### src/rtl/skeleton_math_ctrl_if.sv
// Bundle of the host-side word streams, the skeleton register bus and the status
// flags around skeleton_math_ctrl.
//   master : controller view (drives s_ready, m_*, dut_* controls, busy, err_timeout)
//   slave  : environment view (host streams plus the skeleton wrapper)
// Signals:
//   s_data/s_valid/s_ready   operand stream from the host
//   m_data/m_valid/m_ready   result stream to the host
//   dut_en/dut_trgg/dut_rnw/dut_adr/dut_din  skeleton controls
//   dut_dout/dut_rdy         skeleton result and ready
//   busy/err_timeout         frame in progress, sticky RDY timeout
interface skeleton_math_ctrl_if #(
    parameter int unsigned BITWIDTH_SYS = 16,
    parameter int unsigned BITWIDTH_ADR = 6
);
    logic [BITWIDTH_SYS-1:0] s_data;
    logic                    s_valid;
    logic                    s_ready;
    logic [BITWIDTH_SYS-1:0] m_data;
    logic                    m_valid;
    logic                    m_ready;
    logic                    dut_en;
    logic                    dut_trgg;
    logic                    dut_rnw;
    logic [BITWIDTH_ADR-1:0] dut_adr;
    logic [BITWIDTH_SYS-1:0] dut_din;
    logic [BITWIDTH_SYS-1:0] dut_dout;
    logic                    dut_rdy;
    logic                    busy;
    logic                    err_timeout;

    modport master (
        input  s_data, s_valid, m_ready, dut_dout, dut_rdy,
        output s_ready, m_data, m_valid, dut_en, dut_trgg, dut_rnw, dut_adr,
               dut_din, busy, err_timeout
    );

    modport slave (
        output s_data, s_valid, m_ready, dut_dout, dut_rdy,
        input  s_ready, m_data, m_valid, dut_en, dut_trgg, dut_rnw, dut_adr,
               dut_din, busy, err_timeout
    );
endinterface

### src/rtl/skeleton_math_ctrl.sv
// Sequencer for the register-bus side of a math-test skeleton. Loads SIZE_INPUT
// operand words into the skeleton RAM, fires NUM_TRIGGERS start pulses, waits for
// RDY (bounded by TIMEOUT) and returns the result word on the host stream.
// Ports:
//   clk_sys  system clock
//   rstn     asynchronous active-low reset
//   bus      skeleton_math_ctrl_if.master (host streams, skeleton bus, status)
// Optional feature macro CTRL_CYCLE_COUNT_EN: a 16-bit saturating cycle counter
// covering the trigger/wait phase is sent as a second word after the result.
module skeleton_math_ctrl #(
    parameter int unsigned BITWIDTH_SYS = 16,
    parameter int unsigned BITWIDTH_ADR = 6,
    parameter int unsigned SIZE_INPUT   = 2,
    parameter int unsigned NUM_TRIGGERS = 2,
    parameter int unsigned TRIG_LEN     = 1,
    parameter int unsigned RESULT_LAT   = 1,
    parameter int unsigned TIMEOUT      = 255
) (
    input logic                 clk_sys,
    input logic                 rstn,
    skeleton_math_ctrl_if.master bus
);

    localparam int unsigned TL_W  = (TRIG_LEN > 1) ? $clog2(TRIG_LEN) : 1;
    localparam int unsigned LAT_W = (RESULT_LAT > 0) ? $clog2(RESULT_LAT + 1) : 1;
    localparam int unsigned TO_W  = (TIMEOUT > 1) ? $clog2(TIMEOUT) : 1;
    localparam int unsigned PC_W  = 3;
    localparam int unsigned CYC_W = 16;

    typedef enum logic [2:0] {
        ST_IDLE,
        ST_LOAD,
        ST_TRIG_HI,
        ST_TRIG_LO,
        ST_WAIT,
        ST_CAPTURE,
        ST_SEND
    } state_t;

    state_t state, state_next;

    logic [BITWIDTH_ADR-1:0] widx, widx_next;
    logic [TL_W-1:0]         tlcnt, tlcnt_next;
    logic [PC_W-1:0]         pcnt, pcnt_next;
    logic [LAT_W-1:0]        lcnt, lcnt_next;
    logic [TO_W-1:0]         tocnt, tocnt_next;
    logic                    timeout_hit;
    logic                    s_hs;
    logic                    m_hs;

    logic                    s_ready_q, s_ready_d;
    logic [BITWIDTH_SYS-1:0] m_data_q, m_data_d;
    logic                    m_valid_q, m_valid_d;
    logic                    en_q, en_d;
    logic                    trgg_q, trgg_d;
    logic                    rnw_q, rnw_d;
    logic [BITWIDTH_ADR-1:0] adr_q, adr_d;
    logic [BITWIDTH_SYS-1:0] din_q, din_d;
    logic                    busy_q, busy_d;
    logic                    err_q, err_d;

`ifdef CTRL_CYCLE_COUNT_EN
    logic [CYC_W-1:0]        cyc, cyc_next;
    logic                    word_sel, word_sel_next;
`endif

    assign s_hs = bus.s_valid && s_ready_q;
    assign m_hs = m_valid_q && bus.m_ready;

    // State, counters and registered outputs
    always_ff @(posedge clk_sys or negedge rstn) begin
        if (!rstn) begin
            state     <= ST_IDLE;
            widx      <= '0;
            tlcnt     <= '0;
            pcnt      <= '0;
            lcnt      <= '0;
            tocnt     <= '0;
            s_ready_q <= 1'b0;
            m_data_q  <= '0;
            m_valid_q <= 1'b0;
            en_q      <= 1'b0;
            trgg_q    <= 1'b0;
            rnw_q     <= 1'b1;
            adr_q     <= '0;
            din_q     <= '0;
            busy_q    <= 1'b0;
            err_q     <= 1'b0;
`ifdef CTRL_CYCLE_COUNT_EN
            cyc       <= '0;
            word_sel  <= 1'b0;
`endif
        end else begin
            state     <= state_next;
            widx      <= widx_next;
            tlcnt     <= tlcnt_next;
            pcnt      <= pcnt_next;
            lcnt      <= lcnt_next;
            tocnt     <= tocnt_next;
            s_ready_q <= s_ready_d;
            m_data_q  <= m_data_d;
            m_valid_q <= m_valid_d;
            en_q      <= en_d;
            trgg_q    <= trgg_d;
            rnw_q     <= rnw_d;
            adr_q     <= adr_d;
            din_q     <= din_d;
            busy_q    <= busy_d;
            err_q     <= err_d;
`ifdef CTRL_CYCLE_COUNT_EN
            cyc       <= cyc_next;
            word_sel  <= word_sel_next;
`endif
        end
    end

    // Next state and counter updates
    always_comb begin
        state_next  = state;
        widx_next   = widx;
        tlcnt_next  = tlcnt;
        pcnt_next   = pcnt;
        lcnt_next   = lcnt;
        tocnt_next  = tocnt;
        timeout_hit = 1'b0;
`ifdef CTRL_CYCLE_COUNT_EN
        word_sel_next = word_sel;
`endif
        case (state)
            ST_IDLE, ST_LOAD: begin
                tlcnt_next = '0;
                pcnt_next  = '0;
                lcnt_next  = '0;
                tocnt_next = '0;
                if (s_hs) begin
                    if (widx == BITWIDTH_ADR'(SIZE_INPUT - 1)) begin
                        widx_next  = '0;
                        state_next = ST_TRIG_HI;
                    end else begin
                        widx_next  = widx + BITWIDTH_ADR'(1);
                        state_next = ST_LOAD;
                    end
                end
            end
            ST_TRIG_HI: begin
                if (tlcnt == TL_W'(TRIG_LEN - 1)) begin
                    tlcnt_next = '0;
                    state_next = ST_TRIG_LO;
                end else begin
                    tlcnt_next = tlcnt + TL_W'(1);
                end
            end
            ST_TRIG_LO: begin
                pcnt_next = pcnt + PC_W'(1);
                if (pcnt_next < PC_W'(NUM_TRIGGERS)) begin
                    state_next = ST_TRIG_HI;
                end else begin
                    state_next = ST_WAIT;
                end
            end
            ST_WAIT: begin
                // Fixed result latency first, then a bounded poll of RDY
                if (lcnt < LAT_W'(RESULT_LAT)) begin
                    lcnt_next = lcnt + LAT_W'(1);
                end else if (bus.dut_rdy) begin
                    state_next = ST_CAPTURE;
                end else if (tocnt == TO_W'(TIMEOUT - 1)) begin
                    timeout_hit = 1'b1;
                    state_next  = ST_CAPTURE;
                end else begin
                    tocnt_next = tocnt + TO_W'(1);
                end
            end
            ST_CAPTURE: begin
                state_next = ST_SEND;
`ifdef CTRL_CYCLE_COUNT_EN
                word_sel_next = 1'b0;
`endif
            end
            ST_SEND: begin
                if (m_hs) begin
`ifdef CTRL_CYCLE_COUNT_EN
                    if (!word_sel) begin
                        word_sel_next = 1'b1;
                    end else begin
                        state_next = ST_IDLE;
                    end
`else
                    state_next = ST_IDLE;
`endif
                end
            end
            default: state_next = ST_IDLE;
        endcase
    end

`ifdef CTRL_CYCLE_COUNT_EN
    // Elapsed cycles from the first trigger cycle up to the cycle that leaves WAIT
    always_comb begin
        cyc_next = cyc;
        case (state)
            ST_IDLE, ST_LOAD: cyc_next = '0;
            ST_TRIG_HI, ST_TRIG_LO, ST_WAIT: begin
                if (state_next != ST_CAPTURE && cyc != {CYC_W{1'b1}}) begin
                    cyc_next = cyc + CYC_W'(1);
                end
            end
            default: cyc_next = cyc;
        endcase
    end
`endif

    // Output values registered at the next edge
    always_comb begin
        s_ready_d = (state_next == ST_IDLE) || (state_next == ST_LOAD);
        busy_d    = (state_next != ST_IDLE);
        en_d      = 1'b1;
        trgg_d    = (state == ST_TRIG_HI);
        rnw_d     = 1'b1;
        adr_d     = adr_q;
        din_d     = din_q;
        m_data_d  = m_data_q;
        m_valid_d = m_valid_q;
        err_d     = err_q | timeout_hit;

        // One write strobe per accepted operand word
        if ((state == ST_IDLE || state == ST_LOAD) && s_hs) begin
            rnw_d = 1'b0;
            adr_d = widx;
            din_d = bus.s_data;
        end

        if (state == ST_CAPTURE) begin
            m_data_d  = bus.dut_dout;
            m_valid_d = 1'b1;
        end

        if (state == ST_SEND && m_hs) begin
`ifdef CTRL_CYCLE_COUNT_EN
            if (!word_sel) begin
                m_data_d = BITWIDTH_SYS'(cyc);
            end else begin
                m_valid_d = 1'b0;
            end
`else
            m_valid_d = 1'b0;
`endif
        end
    end

    assign bus.s_ready     = s_ready_q;
    assign bus.m_data      = m_data_q;
    assign bus.m_valid     = m_valid_q;
    assign bus.dut_en      = en_q;
    assign bus.dut_trgg    = trgg_q;
    assign bus.dut_rnw     = rnw_q;
    assign bus.dut_adr     = adr_q;
    assign bus.dut_din     = din_q;
    assign bus.busy        = busy_q;
    assign bus.err_timeout = err_q;

endmodule

### src/flat_wrapper.sv
// flat-port wrapper written by rule: the top's interface ports become plain ports
module skeleton_math_ctrl_flat 
#(
    parameter int unsigned BITWIDTH_SYS = 16,
    parameter int unsigned BITWIDTH_ADR = 6,
    parameter int unsigned SIZE_INPUT   = 2,
    parameter int unsigned NUM_TRIGGERS = 2,
    parameter int unsigned TRIG_LEN     = 1,
    parameter int unsigned RESULT_LAT   = 1,
    parameter int unsigned TIMEOUT      = 255
)
  (clk_sys, rstn, bus_s_data, bus_s_valid, bus_m_ready, bus_dut_dout, bus_dut_rdy, bus_s_ready, bus_m_data, bus_m_valid, bus_dut_en, bus_dut_trgg, bus_dut_rnw, bus_dut_adr, bus_dut_din, bus_busy, bus_err_timeout);
  skeleton_math_ctrl_if #(.BITWIDTH_SYS(BITWIDTH_SYS), .BITWIDTH_ADR(BITWIDTH_ADR)) bus_i ();
  input logic clk_sys;
  input logic rstn;
  input wire logic [$bits(bus_i.s_data)-1:0] bus_s_data;
  input wire logic [$bits(bus_i.s_valid)-1:0] bus_s_valid;
  input wire logic [$bits(bus_i.m_ready)-1:0] bus_m_ready;
  input wire logic [$bits(bus_i.dut_dout)-1:0] bus_dut_dout;
  input wire logic [$bits(bus_i.dut_rdy)-1:0] bus_dut_rdy;
  output wire logic [$bits(bus_i.s_ready)-1:0] bus_s_ready;
  output wire logic [$bits(bus_i.m_data)-1:0] bus_m_data;
  output wire logic [$bits(bus_i.m_valid)-1:0] bus_m_valid;
  output wire logic [$bits(bus_i.dut_en)-1:0] bus_dut_en;
  output wire logic [$bits(bus_i.dut_trgg)-1:0] bus_dut_trgg;
  output wire logic [$bits(bus_i.dut_rnw)-1:0] bus_dut_rnw;
  output wire logic [$bits(bus_i.dut_adr)-1:0] bus_dut_adr;
  output wire logic [$bits(bus_i.dut_din)-1:0] bus_dut_din;
  output wire logic [$bits(bus_i.busy)-1:0] bus_busy;
  output wire logic [$bits(bus_i.err_timeout)-1:0] bus_err_timeout;
  assign bus_i.s_data = bus_s_data;
  assign bus_i.s_valid = bus_s_valid;
  assign bus_i.m_ready = bus_m_ready;
  assign bus_i.dut_dout = bus_dut_dout;
  assign bus_i.dut_rdy = bus_dut_rdy;
  assign bus_s_ready = bus_i.s_ready;
  assign bus_m_data = bus_i.m_data;
  assign bus_m_valid = bus_i.m_valid;
  assign bus_dut_en = bus_i.dut_en;
  assign bus_dut_trgg = bus_i.dut_trgg;
  assign bus_dut_rnw = bus_i.dut_rnw;
  assign bus_dut_adr = bus_i.dut_adr;
  assign bus_dut_din = bus_i.dut_din;
  assign bus_busy = bus_i.busy;
  assign bus_err_timeout = bus_i.err_timeout;
  skeleton_math_ctrl #(.BITWIDTH_SYS(BITWIDTH_SYS), .BITWIDTH_ADR(BITWIDTH_ADR), .SIZE_INPUT(SIZE_INPUT), .NUM_TRIGGERS(NUM_TRIGGERS), .TRIG_LEN(TRIG_LEN), .RESULT_LAT(RESULT_LAT), .TIMEOUT(TIMEOUT)) u_core (.clk_sys(clk_sys), .rstn(rstn), .bus(bus_i));
endmodule
### config.mk
export PLATFORM = sky130hd
export DESIGN_NAME = skeleton_math_ctrl_flat
export DESIGN_NICKNAME = d
export VERILOG_FILES = /design/src/rtl/skeleton_math_ctrl_if.sv /design/src/rtl/skeleton_math_ctrl.sv /design/src/flat_wrapper.sv
export SDC_FILE = /design/constraint.sdc
export NUM_CORES = 1
export LEC_CHECK = 0
export ABC_AREA = 1
export CORE_ASPECT_RATIO = 0.9
export CORE_MARGIN = 4
export CORE_UTILIZATION = 52
export CTS_CLUSTER_DIAMETER = 40
export DETAILED_ROUTE_END_ITERATION = 6
export GPL_TIMING_DRIVEN = 1
export PLACE_DENSITY = 0.95
export SYNTH_ARGS = -nofsm -noshare
export SYNTH_HDL_FRONTEND = slang
export SYNTH_SLANG_ARGS = --single-unit
export TNS_END_PERCENT = 5
### constraint.sdc
create_clock -name clk_sys -period 2.6 [get_ports clk_sys]
set_input_delay 0.65 -clock clk_sys [delete_from_list [all_inputs] [get_ports clk_sys]]
set_output_delay 0.65 -clock clk_sys [all_outputs]
set_load 0.05 [all_outputs]
### Yosys cells after proc, flatten, opt, wreduce, memory -nomap -nowiden

Index checks and enable logic that the tools add are counted.

| word-level totals | value |
|---|---|
| output and inout bits | 45 |
| input port bits | 37 |
| bits in registers | 67 |
| word-level logic and storage cells | 80 |

| cells by class | value |
|---|---|
| mux-type cells | 26 |
| equality and inequality tests | 13 |
| reductions and logical operators | 17 |
| add/subtract/negate cells | 5 |
| bitwise logic cells | 1 |
| magnitude comparators | 2 |

Operators by type and width:

| kind | number |
|---|---|
| $mux W8 | 3 |
| $mux W3 | 7 |
| $pmux W3 S6 | 1 |
| $pmux W8 S2 | 1 |
| $eq A3 B3 Y1 const B | 3 |
| $mux W1 | 9 |
| $add A8 B1 Y8 const B | 1 |
| $eq A8 B8 Y1 const B | 1 |
| $reduce_bool A2 Y1 | 4 |
| $add A6 B1 Y6 const B | 1 |
| $eq A3 B1 Y1 const B | 2 |
| $eq A3 B2 Y1 const B | 2 |
| $eq A6 B1 Y1 const B | 1 |
| $logic_not A3 Y1 | 2 |
| $mux W6 | 1 |
| $ne A2 B2 Y1 const B | 3 |
| $pmux W3 S2 | 1 |
| $logic_and A1 B1 Y1 | 4 |
| $pmux W1 S2 | 2 |
| $reduce_and A2 Y1 | 2 |
| $reduce_and A4 Y1 | 1 |
| $add A3 B1 Y3 const B | 1 |
| $lt A3 B2 Y1 const B | 1 |
| $reduce_bool A3 Y1 | 1 |
| other kinds (7) | 9 |

### Longest topological paths before layout

| logic depth | value |
|---|---|
| depth in word-level cells | 7 |
| gate-level depth with buffers | 9 |
| depth with buffers taken out | 9 |

### Worst setup path before layout

OpenSTA, ideal clock, no wires.

| path | value |
|---|---|
| path type | reg2reg |
| from | register u_core.s_ready_q (netlist: u_core.bus.s_ready) |
| to | register u_core.widx[3] |
| path buffers | 1 |
| arrival | 1406 ps |
| required time | 2476 ps |
| setup time | 124 ps |
| stages on the path, launching flop included | 6 |
| period minus slack after synthesis | 1530 ps |
| path slack | 1070 ps |
| path through | dfrtp_1 nand2_1 nor2_4 buf_2 nand4_1 xor2_1 |

| on the way | value |
|---|---|
| longest elaborated chain between the ends | 2 |

Ends and longest elaborated chain:

| element | RTL line | text |
|---|---|---|
| start: declaration | skeleton_math_ctrl.sv:51 | `logic s_ready_q, s_ready_d;` |
| start signal: assignment | skeleton_math_ctrl.sv:100 | `s_ready_q <= s_ready_d;` |
| $logic_and A1 B1 Y1 | skeleton_math_ctrl.sv:67 | `assign s_hs = bus.s_valid && s_ready_q;` |
| $reduce_and A2 Y1 (no source line) | n/a |  |
| end signal: assignment | skeleton_math_ctrl.sv:95 | `widx <= widx_next;` |
| end: declaration | skeleton_math_ctrl.sv:42 | `logic [BITWIDTH_ADR-1:0] widx, widx_next;` |

Every way passes these cells.
A chain may end at the register's enable or synchronous reset.

### Final worst setup path

| path | value |
|---|---|
| from | register u_core.rnw_q (netlist: u_core.bus.dut_rnw) |
| to | output port bus_dut_rnw |

RTL lines:

| element | RTL line | text |
|---|---|---|
| start: declaration | skeleton_math_ctrl.sv:56 | `logic rnw_q, rnw_d;` |
| start signal: assignment | skeleton_math_ctrl.sv:105 | `rnw_q <= rnw_d;` |
| end: declaration | flat_wrapper.sv:26 | `output wire logic [$bits(bus_i.dut_rnw)-1:0] bus_dut_rnw;` |

No word-level cell between the ends.

==> reports/results.txt <==
Status -> completed
WHS -> 0.311 ns
Worst setup EP type -> output port
CP max-delay cell -> clkdlybuf4s50_1
Post-synth ARST share -> 1.00
Clk_lat worst skew -> 0.34 ns
Net switching power -> 2.70 mW
CP bufs+invs -> 1
Crit path launch -> u_core.bus.dut_rnw
CTS max path bufs -> 2
Synth top area share -> 0.541
Pins Over Slew Limit -> 0
Detailed placement HPWL -> 4750 um
Setup TNS Final -> 0 ns
Crit path required time -> 1.95 ns
Drt pass-1 iters -> 6
Nets -> 482
First-pass GRT wire length -> 11,000 um
Type of origin of the critical path -> register
All-Layer GR Usage -> 0.202
Post-CTS Hold Fix Bufs -> 0
Reg-to-Reg Start -> u_core.state[1]
Clock Power Share -> 0.148
Crit-path leading delay family -> buffers and inverters
Remaining Overflow, GRT -> 0
Mapped Cells -> 355
Layout overhead on the synthesized area -> 34.5%
DRT iter0 DRCs -> 183
Combinational power share -> 0.539
Layout cell share with drive strength beyond 1 -> 0.0989
Setup repair after global routing missed its margin -> no
Fin worst setup slack -> 0.313 ns
Least-Margin Pin Slew -> 0.529 ns
Htree depth -> 3
Via density -> 4.90
F_max -> 437 MHz
Hold WC Path Type -> input port to async pin
Die height -> 80.1 um
DP Worst Slack -> 0.423 ns
Pwr/cell area -> 1360 nW/um^2
Peak VDD IR -> 0.844 mV
Slew HR -> 0.646
Vias -> 2,511
Post-route DRC -> 0
Net Sw Frac -> 0.489
Synth cell types -> 30
CTS clk-pin slew, worst paths -> 0.07 ns
Syn avg cell area -> 8.47 sq um
Die area -> 7060 sq um
Largest fanout on the critical path -> 1
Chip width -> 88.2 um
Antenna viol nets, final -> 0
CP Class -> register to output port
Critical Path AT -> 1.64 ns
Pint -> 2.81 mW
Min Tclk post-route -> 2.29 ns
Post-CTS setup buffer count -> 0
Post-DP Area -> 3860 sq um
Setup Skew -> 0.0119 ns
P_leak -> 1.96 nW
Root Driver -> clkbuf_8
Fin area -> 4050 sq um
N_diodes -> 0
Resized cells post-CTS -> 0
Total Wirelength -> 6540 um
Starting Density -> 0.556
Final setup viols -> 0
Number of flops mapped to enable cells by yosys -> 0
Vias in the first global route -> 2,470
Netlist Area Pre-Place -> 3010 sq um
IO buf count -> 81
Top FF cell, synth -> dfrtp_1
Clock tree sinks -> 66
CTS Buf Count -> 9
Post-synthesis register bit count -> 66
Critical path's largest stage delay -> 0.79 ns
Yosys top cell by area -> dfrtp_1
Maxcap violations -> 0
Core Box Area -> 5410 sq um
Wire per inst -> 12.8 um
Final period util -> 0.880
Top cells by area, synth -> dfrtp_1 (54%), nand2_1 (19%), inv_1 (3.6%)
Flop pwr share -> 0.313
Largest net degree at the start of global routing -> 67
GP Congestion -> 0.823
Synth Warn # -> 0
Syn_nets -> 397
Final Hold Vio Count -> 0
FP Rows -> 25
# IOs -> 82
Crit-path cells -> clkdlybuf4s50_1
Initial antenna violation count -> 0
Seq/Total Area, Yosys -> 0.550
CTS tree -> built
==> registers in the layout, indices dropped and copies added, names as in the netlist <==
| register | cells |
|---|---|
| u_core.bus.m_data | 16 |
| u_core.bus.dut_rnw | 1 |
| u_core.bus.m_valid | 1 |
| u_core.bus.busy | 1 |
| u_core.tocnt | 8 |
| u_core.pcnt | 3 |
| u_core.bus.err_timeout | 1 |
| u_core.bus.dut_trgg | 1 |
| u_core.state | 3 |
| u_core.bus.s_ready | 1 |
| u_core.bus.dut_din | 16 |
| u_core.bus.dut_adr | 6 |
| u_core.lcnt | 1 |
| u_core.widx | 6 |
| u_core.bus.dut_en | 1 |
==> per-layer routing <==
| metal | global-route usage | vias up | wire length, um |
|---|---|---|---|
| li1 | - | 1264 | - |
| met1 | 0.247 | 1167 | 2740 |
| met2 | 0.337 | 74 | 3230 |
| met3 | 0.0595 | 6 | 505 |
| met4 | 0.0755 | 0 | 71 |
| met5 | 0 | - | 0 |
==> path summary, 6_finish.rpt <==
path,to,slack (ns),cells past startpoint
worst max-delay path,bus_dut_rnw,0.31,1
worst min-delay path,u_core.bus.dut_din[10],0.31,2
worst max register to register,u_core.bus.s_ready,0.92,8
max in group asynchronous,u_core.bus.dut_rnw,1.97,2
worst min register to register,u_core.bus.dut_din[4],0.48,2
min in group clk_sys,u_core.bus.dut_din[4],0.48,2
==> placed cells by master, fill, tap and decap left out, drive strengths merged, types with 4 or more instances in the layout <==
cell | netlist | final
dfrtp | 65 | 65
inv | 34 | 34
nor2 | 27 | 27
nand2 | 159 | 159
o21ai | 19 | 19
a21oi | 4 | 4
clkbuf | 1 | 11
clkdlybuf4s50 | 0 | 80
ha | 5 | 5
nand3 | 20 | 20
==> final cells by class <==
cell class / count / area [sq um]
Inverter: 34 / 128
Fill cell: 376 / 1370
Sequential cell: 66 / 1650
Tap cell: 67 / 83.8
Clock buffer: 11 / 131
Timing Repair Buffer: 83 / 833
Multi-Input combinational cell: 246 / 1160
Clock inverter: 5 / 55.1
==> synth_stat cells (all sizes together), types with 2 or more instances <==
| cell | number |
|---|---|
| a21oi | 4 |
| inv | 34 |
| xor2 | 2 |
| nand2 | 159 |
| buf | 8 |
| dfrtp | 65 |
| ha | 5 |
| nand3 | 20 |
| o21bai | 2 |
| nand4 | 3 |
| o21ai | 19 |
| nor2 | 27 |
==> per-stage QoR <==
step | utilization | instances | power (mW)
after floorplan | - | 355 | 3.79
after global placement | 0.713 | 496 | 4.63
after detailed placement | 0.713 | 496 | 4.71
after CTS | 0.748 | 512 | 5.55
after global routing | 0.748 | 512 | 5.86
final | 0.748 | 512 | 5.51
==> power groups by stage <==
stage               logic (mW)  registers (mW)  clock network (mW)
detailed placement        2.98            1.73                   0
floorplan                0.948            2.85                   0
finish                    2.97            1.72               0.815
global placement          2.90            1.72                   0
global route              3.20            1.78               0.872
CTS                       3.00            1.72               0.826
==> cells by family after synthesis <==
group | after synthesis | share of synthesized area
AND/OR/NAND/NOR | 211 | 0.300
flip-flops | 66 | 0.550
buffers and inverters | 43 | 0.0641
AO/OA/AOI/OAI | 27 | 0.0578
adder cells (fa/ha/maj) | 5 | 0.0208
XOR/XNOR | 2 | 0.00583
other | 1 | 0.00125
(Power assumes the default switching activity.)
